`config.mk`:
```
export PLATFORM = sky130hd
export DESIGN_NAME = fir_out_unpacker
export DESIGN_NICKNAME = d
export VERILOG_FILES = /design/src/rtl/fir_out_unpacker.sv
export SDC_FILE = /design/constraint.sdc
export NUM_CORES = 1
export LEC_CHECK = 0
export CAP_MARGIN = 20
export CORE_MARGIN = 2
export CORE_UTILIZATION = 61
export CTS_CLUSTER_DIAMETER = 200
export DETAILED_ROUTE_END_ITERATION = 16
export DONT_BUFFER_PORTS = 1
export PLACE_DENSITY = 0.77
export SLEW_MARGIN = 20
export SYNTH_ARGS = -nofsm -noshare
export SYNTH_HDL_FRONTEND = slang
export SYNTH_SLANG_ARGS = --single-unit
```
`constraint.sdc`:
```
create_clock -name clk -period 12.2 [get_ports clk]
set_input_delay 1.22 -clock clk [delete_from_list [all_inputs] [get_ports clk]]
set_output_delay 1.22 -clock clk [all_outputs]
set_load 0.005 [all_outputs]
```
`src/rtl/fir_out_unpacker.sv`:
```
// Receive-side unpacker: buffers up to two packed FIR result words and streams
// them out one lane per valid/ready transfer. Define FIR_UNPACK_SAT_EN to saturate lanes.
module fir_out_unpacker #(
  parameter int LANES  = 10,
  parameter int LANE_W = 24,
  parameter int OUT_W  = 16
) (
  input  logic                      clk,
  input  logic                      rst,
  input  logic [LANES*LANE_W-1:0]   data_in,
  input  logic                      data_en,
  output logic [OUT_W-1:0]          m_data,
  output logic [3:0]                m_lane,
  output logic                      m_valid,
  input  logic                      m_ready,
  output logic                      m_last,
  output logic                      in_drop,
  output logic                      busy
);

  localparam int         WORD_W    = LANES * LANE_W;
  localparam logic [3:0] LAST_LANE = 4'(LANES - 1);

  logic [WORD_W-1:0] buf_q [2];
  logic [WORD_W-1:0] buf_d [2];
  logic              wr_ptr_q, wr_ptr_d;
  logic              rd_ptr_q, rd_ptr_d;
  logic [1:0]        count_q, count_d;
  logic [3:0]        lane_q, lane_d;
  logic              drop_q, drop_d;

  logic              handshake;
  logic              pop;
  logic              wr_accept;
  logic [WORD_W-1:0] head_word;
  logic [LANE_W-1:0] head_lanes [LANES];
  logic [LANE_W-1:0] head_lane;
  logic [OUT_W-1:0]  conv_lane;

  assign m_valid   = (count_q != 2'd0);
  assign handshake = m_valid && m_ready;
  assign pop       = handshake && (lane_q == LAST_LANE);
  // A full buffer still takes a word when the head is popped on the same edge.
  assign wr_accept = data_en && ((count_q != 2'd2) || pop);

  assign head_word = buf_q[rd_ptr_q];

  genvar gi;
  generate
    for (gi = 0; gi < LANES; gi++) begin : g_lane_split
      assign head_lanes[gi] = head_word[gi*LANE_W +: LANE_W];
    end
  endgenerate

  always_comb begin
    head_lane = '0;
    for (int k = 0; k < LANES; k++) begin
      if (lane_q == 4'(k)) head_lane = head_lanes[k];
    end
  end

`ifdef FIR_UNPACK_SAT_EN
  localparam int HI_W = LANE_W - OUT_W + 1;
  logic [HI_W-1:0] hi_bits;
  assign hi_bits = head_lane[LANE_W-1:OUT_W-1];

  // In range exactly when every bit above the output sign bit matches it.
  always_comb begin
    if ((hi_bits == {HI_W{1'b0}}) || (hi_bits == {HI_W{1'b1}}))
      conv_lane = head_lane[OUT_W-1:0];
    else if (head_lane[LANE_W-1])
      conv_lane = {1'b1, {(OUT_W-1){1'b0}}};
    else
      conv_lane = {1'b0, {(OUT_W-1){1'b1}}};
  end
`else
  assign conv_lane = head_lane[OUT_W-1:0];
  generate
    if (LANE_W > OUT_W) begin : g_trunc_hi
      logic unused_hi_bits;
      assign unused_hi_bits = ^head_lane[LANE_W-1:OUT_W];
    end
  endgenerate
`endif

  generate
    for (gi = 0; gi < 2; gi++) begin : g_buf
      always_comb begin
        buf_d[gi] = buf_q[gi];
        if (wr_accept && (wr_ptr_q == 1'(gi))) buf_d[gi] = data_in;
      end

      always_ff @(posedge clk or posedge rst) begin
        if (rst) buf_q[gi] <= '0;
        else     buf_q[gi] <= buf_d[gi];
      end
    end
  endgenerate

  always_comb begin
    wr_ptr_d = wr_ptr_q;
    rd_ptr_d = rd_ptr_q;
    count_d  = count_q;
    lane_d   = lane_q;
    drop_d   = data_en && !wr_accept;

    if (wr_accept) wr_ptr_d = ~wr_ptr_q;
    if (pop)       rd_ptr_d = ~rd_ptr_q;

    case ({wr_accept, pop})
      2'b10:   count_d = count_q + 2'd1;
      2'b01:   count_d = count_q - 2'd1;
      default: count_d = count_q;
    endcase

    if (handshake) lane_d = pop ? 4'd0 : lane_q + 4'd1;
  end

  always_ff @(posedge clk or posedge rst) begin
    if (rst) begin
      wr_ptr_q <= 1'b0;
      rd_ptr_q <= 1'b0;
      count_q  <= 2'd0;
      lane_q   <= 4'd0;
      drop_q   <= 1'b0;
    end else begin
      wr_ptr_q <= wr_ptr_d;
      rd_ptr_q <= rd_ptr_d;
      count_q  <= count_d;
      lane_q   <= lane_d;
      drop_q   <= drop_d;
    end
  end

  assign m_data  = m_valid ? conv_lane : '0;
  assign m_lane  = lane_q;
  assign m_last  = m_valid && (lane_q == LAST_LANE);
  assign in_drop = drop_q;
  assign busy    = m_valid;

endmodule

```
==> qor.csv, run 1 <==
stage,metric,value,unit
status,status,finished clean,
timing,fmax,0.206,GHz
cts,path_clk_slew,60,ps
routing,first_pass_iters,5,
timing,post-route-period-util,39.8,%
timing,min_period,4860,ps
cts,cts_buffer_depth,3,
floorplanning,die_area,26600,µm²
placed_design,dpl.hpwl,24000,µm
setup_path,path_max_fanout,106,
floorplanning,initial_core_util,61.7,%
routing,wl_per_cell,24.2,µm
flow_run,drv_cap,0,
yosys,synth.top_cells.by_count,"dfrtp_1, mux2_1, mux2i_1",
yosys,synth_nets,1376,
layout,fill_cells,1841,
timing,slew_headroom,30.4,%
setup_path,required,10980,ps
yosys,yosys_warnings,0,
routing,drc,0,
yosys,syn_area,15500,µm²
worst_hold_path,hp-class,reg -> reg,
yosys,ys_top_cells_by_area,"dfrtp_1, mux2_1, mux2i_1",
setup_path,reg2reg_from,m_lane[1]$_DFFE_PP0P_,
timing,hold_violations,0,
cts,numCtsBuffers,36,
placed_design,gp_congestion,0.855,
setup_path,path_class,reg -> out,
timing,skew,9.58,ps
setup_path,cp-end-kind,output port,
yosys,ys_types,45,
global_route,grtUsageTotal,26.9,%
pwr,peakVddDrop,198,µV
cts,ctsResizeCount,0,
yosys,synth_flop_cell,dfrtp_1,
layout,final_area,16800,µm²
cts,clock_latency,500,ps
yosys,ys_seq_elements,329,
pwr,p_leak,6.84,nW
cts,clock-sinks,329,
yosys,synth-edff-count,0,
layout,drive_gt1_share,18.0,%
yosys,avgSynthCellArea,13.7,µm²
pwr,total_power,0.00485,W
routing,vias,9146,
floorplanning,die-height,163,µm
global_route,grt_start_max_net_pins,123,
global_route,grt_pass1_wl,54600,µm
timing,worst_pin_slew,1040,ps
timing,slew_viol_final,0,
layout,fin_cells,1456,
pwr,p_per_area,289,nW/µm²
cts,tritoncts,done,
layout,fin_nets,1345,
routing,viasPerCell,6.28,
layout,syn_to_final_growth,8.54,%
placed_design,place_inst,1388,
yosys,yosysMostFrequentCell,dfrtp_1,
setup_path,worstSetupStartpointType,flop,
cts,cts_setup_buffers,0,
setup_path,startpoint,rd_ptr_q$_DFFE_PP0P_,
global_route,grt_pass1_vias,9663,
yosys,ys_seq_area_share,53.3,%
worst_hold_path,hold_start,buf_q[293]$_DFFE_PP0P_,
placed_design,place_area,15500,µm²
global_route,overflow,0,
yosys,synth_top_area_cell,dfrtp_1,
yosys,synth_top_area_share,53.3,%
routing,drt_iter0_drc,665,
timing,setup_tns,0,ps
placed_design,portBuffers,0,
cts,ctsHoldBuffers,0,
yosys,async_flop_share,100,%
cts,cts_root_buffer,clkbuf_16,
setup_path,cp.arrival,3640,ps
floorplanning,ios,268,
routing,wl,35200,µm
timing,hold_ws,483,ps
floorplanning,fp.dieW,163,µm
timing,rsz0062_at_grt,no,
routing,antenna_left,0,
floorplanning,core,25000,µm²
global_route,antenna_found_initial,3,
floorplanning,rows,58,
cts,cts_max_level,2,
timing,setup_viol,0,
yosys,syn_inst,1128,
==> cell usage in the layout (no fill, tap or decap), types with 2 or more instances in the layout <==
cell type,synthesis,final
nor2_1,6,6
clkinv_2,0,6
o211ai_1,31,31
mux2_2,123,123
o22ai_1,63,63
dfrtp_1,329,328
bufinv_16,0,4
o21ai_0,3,3
and3b_1,3,3
nand3_1,32,32
ha_1,4,4
clkbuf_16,0,37
inv_1,5,4
buf_4,14,12
mux2i_1,159,159
clkbuf_8,0,9
or4b_1,2,2
nand2b_1,2,2
clkbuf_1,19,7
nand3b_1,4,4
a211oi_1,16,16
o21ai_2,1,2
a41oi_1,2,2
a21oi_1,3,3
mux2_1,200,200
diode_2,0,4
a22oi_1,15,15
nand2_1,23,23
==> sequential cells by signal, summed over array words and instances, names as in the netlist <==
signal and count:
wr_ptr_q 1, count_q 2, m_lane 4, rd_ptr_q 1
buf_q 320, in_drop 1
==> final cells by class <==
class,instances,area [µm²],share of cell area (%)
clock inverters,10,150,0.895
repair buffers,14,138,0.821
clock buffers,53,1080,6.42
inverters,5,26.3,0.157
flip-flops and latches,329,8240,49.1
multi-input cells,711,6720,40.1
diodes,4,10.0,0.0597
well taps,330,413,2.46
==> worst paths after layout <==
kind	endpoint	slack, ps	cells after the start
min in group asynchronous	buf_q[245]$_DFFE_PP0P_	740	1
max in group asynchronous	rd_ptr_q$_DFFE_PP0P_	9100	3
worst min register to register	buf_q[293]$_DFFE_PP0P_	480	1
worst max-delay path	m_data[12]	7340	5
worst min-delay path	buf_q[293]$_DFFE_PP0P_	480	1
worst max register to register	buf_q[423]$_DFFE_PP0P_	8820	8
==> worst max-delay path: stages, from the launching register on <==
cell	delay, ps
dfrtp_4	1070
buf_12	580
mux2i_1	310
o22ai_1	160
a211oi_1	500
o211ai_1	320
==> stage by stage <==
stage	util [%]	setup slack, ps
6_report	67.0	7340
5_1_grt	67.0	7230
4_1_cts	66.8	7370
3_5_place_dp	61.9	7920
3_3_place_gp	61.9	7960
2_1_floorplan	-	1870
==> power breakdown <==
part | leakage [nW] | switching (W) | internal, W | total (W)
Combinational | 2.35 | 0.000913 | 0.000845 | 0.00176
Clock | 0.609 | 0.000414 | 0.000693 | 0.00111
Sequential | 3.88 | 0.000329 | 0.00165 | 0.00198
Total | 6.84 | 0.00166 | 0.00319 | 0.00485
==> logic make-up (layout without fill, tap and decap cells) <==
family | after synthesis | count (layout) | share of synthesized area [%]
mux | 482 | 482 | 33.8
fa+ha+maj | 4 | 4 | 0.324
buf+inv | 88 | 82 | 3.33
flops | 329 | 329 | 53.3
simple gates | 82 | 82 | 2.83
other cells | 0 | 4 | 0
xor+xnor | 2 | 2 | 0.113
compound gates | 141 | 141 | 6.30
==> routing by layer <==
| layer | global-route usage (%) | share of wire, % | vias to the layer above |
|---|---|---|---|
| met5 | 0 | 0.048 | - |
| met4 | 9.05 | 3.3 | 2 |
| met3 | 10.2 | 10 | 60 |
| met2 | 44.5 | 48 | 296 |
| met1 | 32.7 | 38 | 4652 |
| li1 | - | - | 4136 |
Note: power is estimated with default switching activity, not from simulation.
==> inputs of run 2 (changes only) <==
--- a/config.mk
+++ b/config.mk
@@ -7,11 +7,11 @@
 export LEC_CHECK = 0
 export CAP_MARGIN = 20
 export CORE_MARGIN = 2
-export CORE_UTILIZATION = 61
+export CORE_UTILIZATION = 58
 export CTS_CLUSTER_DIAMETER = 200
 export DETAILED_ROUTE_END_ITERATION = 16
 export DONT_BUFFER_PORTS = 1
-export PLACE_DENSITY = 0.77
+export PLACE_DENSITY = 0.76
 export SLEW_MARGIN = 20
 export SYNTH_ARGS = -nofsm -noshare
 export SYNTH_HDL_FRONTEND = slang
==> constraint.sdc (replaced) <==
create_clock -name clk -period 4.35 [get_ports clk]
set_input_delay 0.435 -clock clk [delete_from_list [all_inputs] [get_ports clk]]
set_output_delay 0.435 -clock clk [all_outputs]
set_load 0.005 [all_outputs]
==> run 2 against run 1 <==
  * The flow now finishes with violations (design-rule violations)
  * Power increased to 2.7 times the previous value
  * Clock skew increased by 8.6 ps
  * Register-to-register slack got worse by 7100 ps
  * Setup slack got worse by 6800 ps
  * Via count about the same
  * Largest cell class unchanged
  * Largest power group unchanged
==> qor.csv, run 2 (synthesis gave the netlist of run 1 again) <==
stage,metric,value,unit
global_route,grtUsageTotal,25.5,%
routing,drt_iter0_drc,735,
layout,regMostFlops,buf_q,
pwr,p_switching,0.00460,W
cts,cts_root_buffer,clkbuf_16,
layout,layout_commonest_cell,dfrtp_1,
timing,slew_headroom,28.5,%
cts,ctsHoldBuffers,1,
cts,ctsResizeCount,0,
timing,fmax,0.261,GHz
pwr,p_per_area,795,nW/µm²
routing,drc,12,
cts,clock_latency,510,ps
layout,fin_nets,1350,
cts,path_clk_slew,60,ps
setup_path,path_class,reg -> out,
pwr,p_leak,6.79,nW
layout,syn_to_final_growth,8.07,%
timing,min_period,3830,ps
timing,skew,18.1,ps
pwr,seqPwrFrac,41.4,%
status,failed_checks,design-rule violations,
global_route,grt_pass1_vias,9796,
layout,layout_common_cells,"dfrtp_1, mux2_1, mux2i_1, mux2_2, o22ai_1",
pwr,p_sw_share,34.7,%
timing,worst_pin_slew,1070,ps
global_route,grt_pass1_wl,55000,µm
setup_path,cp-end-kind,output port,
floorplanning,fp.dieW,167,µm
layout,antenna_cells,0,
cts,tritoncts,done,
layout,fill_cells,1993,
routing,vias,9151,
status,status,finished with violations,
pwr,clkPwrFrac,21.0,%
timing,hold_violations,0,
global_route,grt_start_max_net_pins,117,
timing,setup_viol,0,
timing,slew_viol_final,0,
pwr,internal_power,0.00868,W
timing,hold_ws,52.2,ps
routing,wl,35500,µm
worst_hold_path,hp-class,in -> reg,
floorplanning,die-height,167,µm
setup_path,cp.arrival,3390,ps
cts,numCtsBuffers,36,
setup_path,cp_cell_sequence,inv_1 -> ha_1 -> or4b_1 -> o22ai_1 -> a211oi_1 -> o211ai_1,
layout,drive_gt1_share,17.3,%
flow_run,drv_cap,0,
placed_design,place_ws,1110,ps
timing,rsz0062_at_grt,no,
placed_design,portBuffers,0,
setup_path,path_max_fanout,16,
setup_path,crit_slowest_cell,or4b_1,
cts,cts_max_level,2,
layout,final_util,63.9,%
floorplanning,ios,268,
placed_design,dpl.hpwl,24200,µm
layout,largest_reg_flops,320,
timing,post-route-period-util,87.9,%
floorplanning,initial_core_util,59.1,%
floorplanning,core,26100,µm²
placed_design,gp_congestion,0.837,
cts,cts_setup_buffers,0,
cts,clock-sinks,329,
floorplanning,die_area,28000,µm²
floorplanning,rows,59,
pwr,p_comb_share,37.7,%
routing,viasPerCell,6.30,
global_route,antenna_found_initial,0,
cts,cts_buffer_depth,3,
timing,setup_tns,0,ps
timing,worst_slack,524,ps
routing,first_pass_iters,11,
routing,antenna_left,0,
setup_path,slowest_delay,850,ps
routing,wl_per_cell,24.4,µm
setup_path,worstSetupStartpointType,flop,
global_route,overflow,0,
setup_path,required,3910,ps
pwr,peakVddDrop,444,µV
[run 2: changes by cell type in the layout (fill, tap and decap cells not counted), sizes merged]
| cell | change |
|---|---|
| bufinv | -3 |
| clkbuf | -2 |
| buf | +4 |
| clkinv | -4 |
| diode | -4 |
| inv | -1 |
| clkinvlp | +1 |
| dlygate4sd3 | +1 |
[run 2: metal layers]
metal / track usage [%] / part of all wire, % / vias up
li1: - / - / 4119
met1: 31.0 / 38 / 4726
met2: 43.0 / 50 / 256
met3: 9.52 / 9.8 / 50
met4: 6.92 / 2.3 / 0
met5: 0 / 0 / -
[run 2: worst paths after layout]
check                                  startpoint                     end  slack (ps)  cells past startpoint
hold reg to reg            buf_q[413]$_DFFE_PP0P_  buf_q[413]$_DFFE_PP0P_         480                      1
setup reg to reg            m_lane[1]$_DFFE_PP0P_   buf_q[82]$_DFFE_PP0P_        1720                      6
hold / removal                       data_in[181]  buf_q[181]$_DFFE_PP0P_          50                      1
min in group asynchronous                     rst   buf_q[28]$_DFFE_PP0P_         510                      2
max in group asynchronous                     rst  buf_q[221]$_DFFE_PP0P_        2840                      3
setup / recovery            m_lane[1]$_DFFE_PP0P_               m_data[2]         520                      6
[run 2: critical path: cells and delay by family (launching register included)]
family | cells | cell delay, ps
fa+ha+maj | 1 | 290
simple gates | 1 | 850
flops | 1 | 520
compound gates | 3 | 1110
buf+inv | 1 | 110
[run 2: stage by stage]
stage	area, µm²	std cells	total power, W
global placement	15600	1397	0.0103
CTS	16700	1452	0.0134
finish	16700	1453	0.0133
global route	16700	1453	0.0141
floorplan	15500	1128	0.00923
detailed placement	15600	1397	0.0105
[run 2: cell type report]
class | count | area [µm²] | area share [%]
clock buffer | 51 | 1010 | 6.04
clock inverter | 3 | 40.0 | 0.240
inverter | 5 | 22.5 | 0.135
multi-input combinational | 711 | 6720 | 40.2
sequential | 329 | 8240 | 49.3
tap | 335 | 419 | 2.51
timing repair buffer | 19 | 253 | 1.51
[run 2: power groups by stage]
stage	logic [W]	registers, W	clock network [W]
after CTS	0.00502	0.00549	0.00284
final	0.00500	0.00549	0.00278
after floorplan	0.00398	0.00525	0
after global routing	0.00539	0.00570	0.00298
after detailed placement	0.00500	0.00554	0
after global placement	0.00489	0.00543	0
==> inputs of run 3 (changes only) <==
--- a/config.mk
+++ b/config.mk
@@ -11,7 +11,7 @@
 export CTS_CLUSTER_DIAMETER = 200
 export DETAILED_ROUTE_END_ITERATION = 16
 export DONT_BUFFER_PORTS = 1
-export PLACE_DENSITY = 0.76
+export PLACE_DENSITY_LB_ADDON = 0.25
 export SLEW_MARGIN = 20
 export SYNTH_ARGS = -nofsm -noshare
 export SYNTH_HDL_FRONTEND = slang
==> run 3 against run 2 <==
  * The flow still finishes with violations (design-rule violations)
  * Combinational power about the same
  * Sequential cell count unchanged
  * Cell count unchanged
  * Non-clock buffer count shrank 3
  * Die area unchanged
  * Setup slack improved by 37 ps
  * Clock-buffer cell count rose by 4
  * Design area grew 0.43%
  * Critical endpoint is now m_data[7]
  * Largest power group unchanged
  * Highest routed layer is now met5
==> qor.csv, run 3 (synthesis gave the netlist of run 1 again) <==
stage,metric,value,unit
layout,regMostFlops,buf_q,
layout,final_area,16800,µm²
cts,numCtsBuffers,35,
flow_run,drv_cap,0,
routing,wl_per_cell,24.5,µm
setup_path,cp_cell_sequence,inv_1 -> ha_1 -> or3b_1 -> o22ai_1 -> a211oi_1 -> o211ai_1,
timing,worst_slack,562,ps
routing,vias,9202,
floorplanning,core,26100,µm²
placed_design,place_inst,1395,
global_route,overflow,0,
setup_path,cp-end-kind,output port,
layout,antenna_cells,0,
routing,wl,35600,µm
layout,fill_cells,1973,
timing,worst_pin_slew,953,ps
pwr,p_per_area,799,nW/µm²
cts,tritoncts,done,
setup_path,cp.arrival,3350,ps
routing,viasPerCell,6.33,
global_route,grtUsageMet1,30.7,%
setup_path,crit_slowest_cell,a211oi_1,
timing,setup_viol,0,
setup_path,path_max_fanout,16,
global_route,grt_use_met2,43.0,%
placed_design,place_ws,1210,ps
placed_design,gp_congestion,0.851,
floorplanning,ios,268,
cts,ctsResizeCount,0,
timing,skew,14.5,ps
layout,syn_to_final_growth,8.53,%
timing,rsz0062_at_grt,no,
cts,cts_buffer_depth,3,
global_route,grtUsageTotal,25.6,%
cts,clock-sinks,329,
status,failed_checks,design-rule violations,
floorplanning,fp.dieW,167,µm
global_route,antenna_found_initial,1,
layout,layout_commonest_cell,dfrtp_1,
cts,cts_root_buffer,clkbuf_16,
routing,drc,13,
layout,drive_gt1_share,17.6,%
routing,antenna_left,0,
floorplanning,die-height,167,µm
floorplanning,rows,59,
setup_path,path_class,reg -> out,
cts,cts_setup_buffers,0,
floorplanning,die_area,28000,µm²
layout,largest_reg_flops,320,
placed_design,portBuffers,0,
global_route,grt_pass1_wl,55000,µm
timing,fmax,0.264,GHz
floorplanning,initial_core_util,59.1,%
pwr,total_power,0.0134,W
setup_path,required,3910,ps
cts,path_clk_slew,60,ps
timing,min_period,3790,ps
timing,hold_violations,0,
routing,first_pass_iters,11,
global_route,grt_pass1_vias,9678,
global_route,busiest_layer,met2,
placed_design,dpl.hpwl,24100,µm
layout,fin_cells,1453,
cts,clock_latency,520,ps
cts,cts_max_level,2,
setup_path,worstSetupStartpointType,flop,
timing,slew_viol_final,0,
timing,slew_headroom,36.3,%
pwr,peakVddDrop,403,µV
global_route,use_met3,9.93,%
setup_path,slowest_delay,790,ps
layout,layout_common_cells,"dfrtp_1, mux2_1, mux2i_1, mux2_2, o22ai_1",
routing,drt_iter0_drc,702,
timing,post-route-period-util,87.1,%
placed_design,place_area,15600,µm²
pwr,p_leak,6.81,nW
status,status,finished with violations,
global_route,grt_start_max_net_pins,143,
layout,fin_nets,1346,
worst_hold_path,hp-class,in -> reg,
-- run 3: cell count changes in the layout (fill, tap and decap cells not counted), sizes merged --
cell      delta
bufinv       -1
buf          -3
clkbuf       +4
clkinv       -2
clkinvlp     +2
-- run 3: path summary, 6_finish.rpt --
kind	startpoint	cells after the start	end	slack, ps
min in group asynchronous	rst	2	buf_q[248]$_DFFE_PP0P_	310
max in group asynchronous	rst	3	buf_q[171]$_DFFE_PP0P_	3040
setup reg to reg	m_lane[1]$_DFFE_PP0P_	7	buf_q[458]$_DFFE_PP0P_	1790
hold / removal	data_in[99]	1	buf_q[99]$_DFFE_PP0P_	40
setup / recovery	m_lane[1]$_DFFE_PP0P_	6	m_data[7]	560
hold reg to reg	buf_q[469]$_DFFE_PP0P_	1	buf_q[469]$_DFFE_PP0P_	480
-- run 3: stage by stage --
step	hold WS [ps]	TNS (ps)	utilization [%]
after floorplan	454	-157160	-
after global placement	226	0	59.9
after detailed placement	229	0	59.9
after CTS	31.8	0	64.2
after global routing	33.4	0	64.2
final	44.5	0	64.2
-- run 3: metal layers --
| metal | wire, µm | part of all wire, % | vias up |
|---|---|---|---|
| li1 | - | - | 4145 |
| met1 | 13600 | 38 | 4735 |
| met2 | 17500 | 49 | 269 |
| met3 | 3670 | 10 | 51 |
| met4 | 847 | 2.4 | 2 |
| met5 | 16 | 0.045 | - |
-- run 3: power by group --
group          leakage [nW]  internal, W  switching [W]
clock network         0.538      0.00171        0.00117
logic                  2.39      0.00240        0.00262
registers              3.88      0.00464       0.000870
total                  6.81      0.00875        0.00465
-- run 3: cell type report --
| class | count | area (µm²) | area share (%) |
|---|---|---|---|
| inverters | 5 | 22.5 | 0.134 |
| well taps | 335 | 419 | 2.50 |
| clock buffers | 55 | 1090 | 6.52 |
| clock inverters | 2 | 15.0 | 0.0895 |
| repair buffers | 16 | 260 | 1.55 |
| multi-input cells | 711 | 6730 | 40.1 |
| flip-flops and latches | 329 | 8240 | 49.1 |
-- run 3: timing repair --
action	in CTS	in global routing
hold endpoints to repair	1	0
hold buffers	1	0
setup endpoints to repair	0	0
-- run 3: critical path: cells and delay by family (launching register included) --
family	cells	cell delay (ps)
compound gates	3	1320
simple gates	1	640
flops	1	490
fa+ha+maj	1	290
buf+inv	1	100
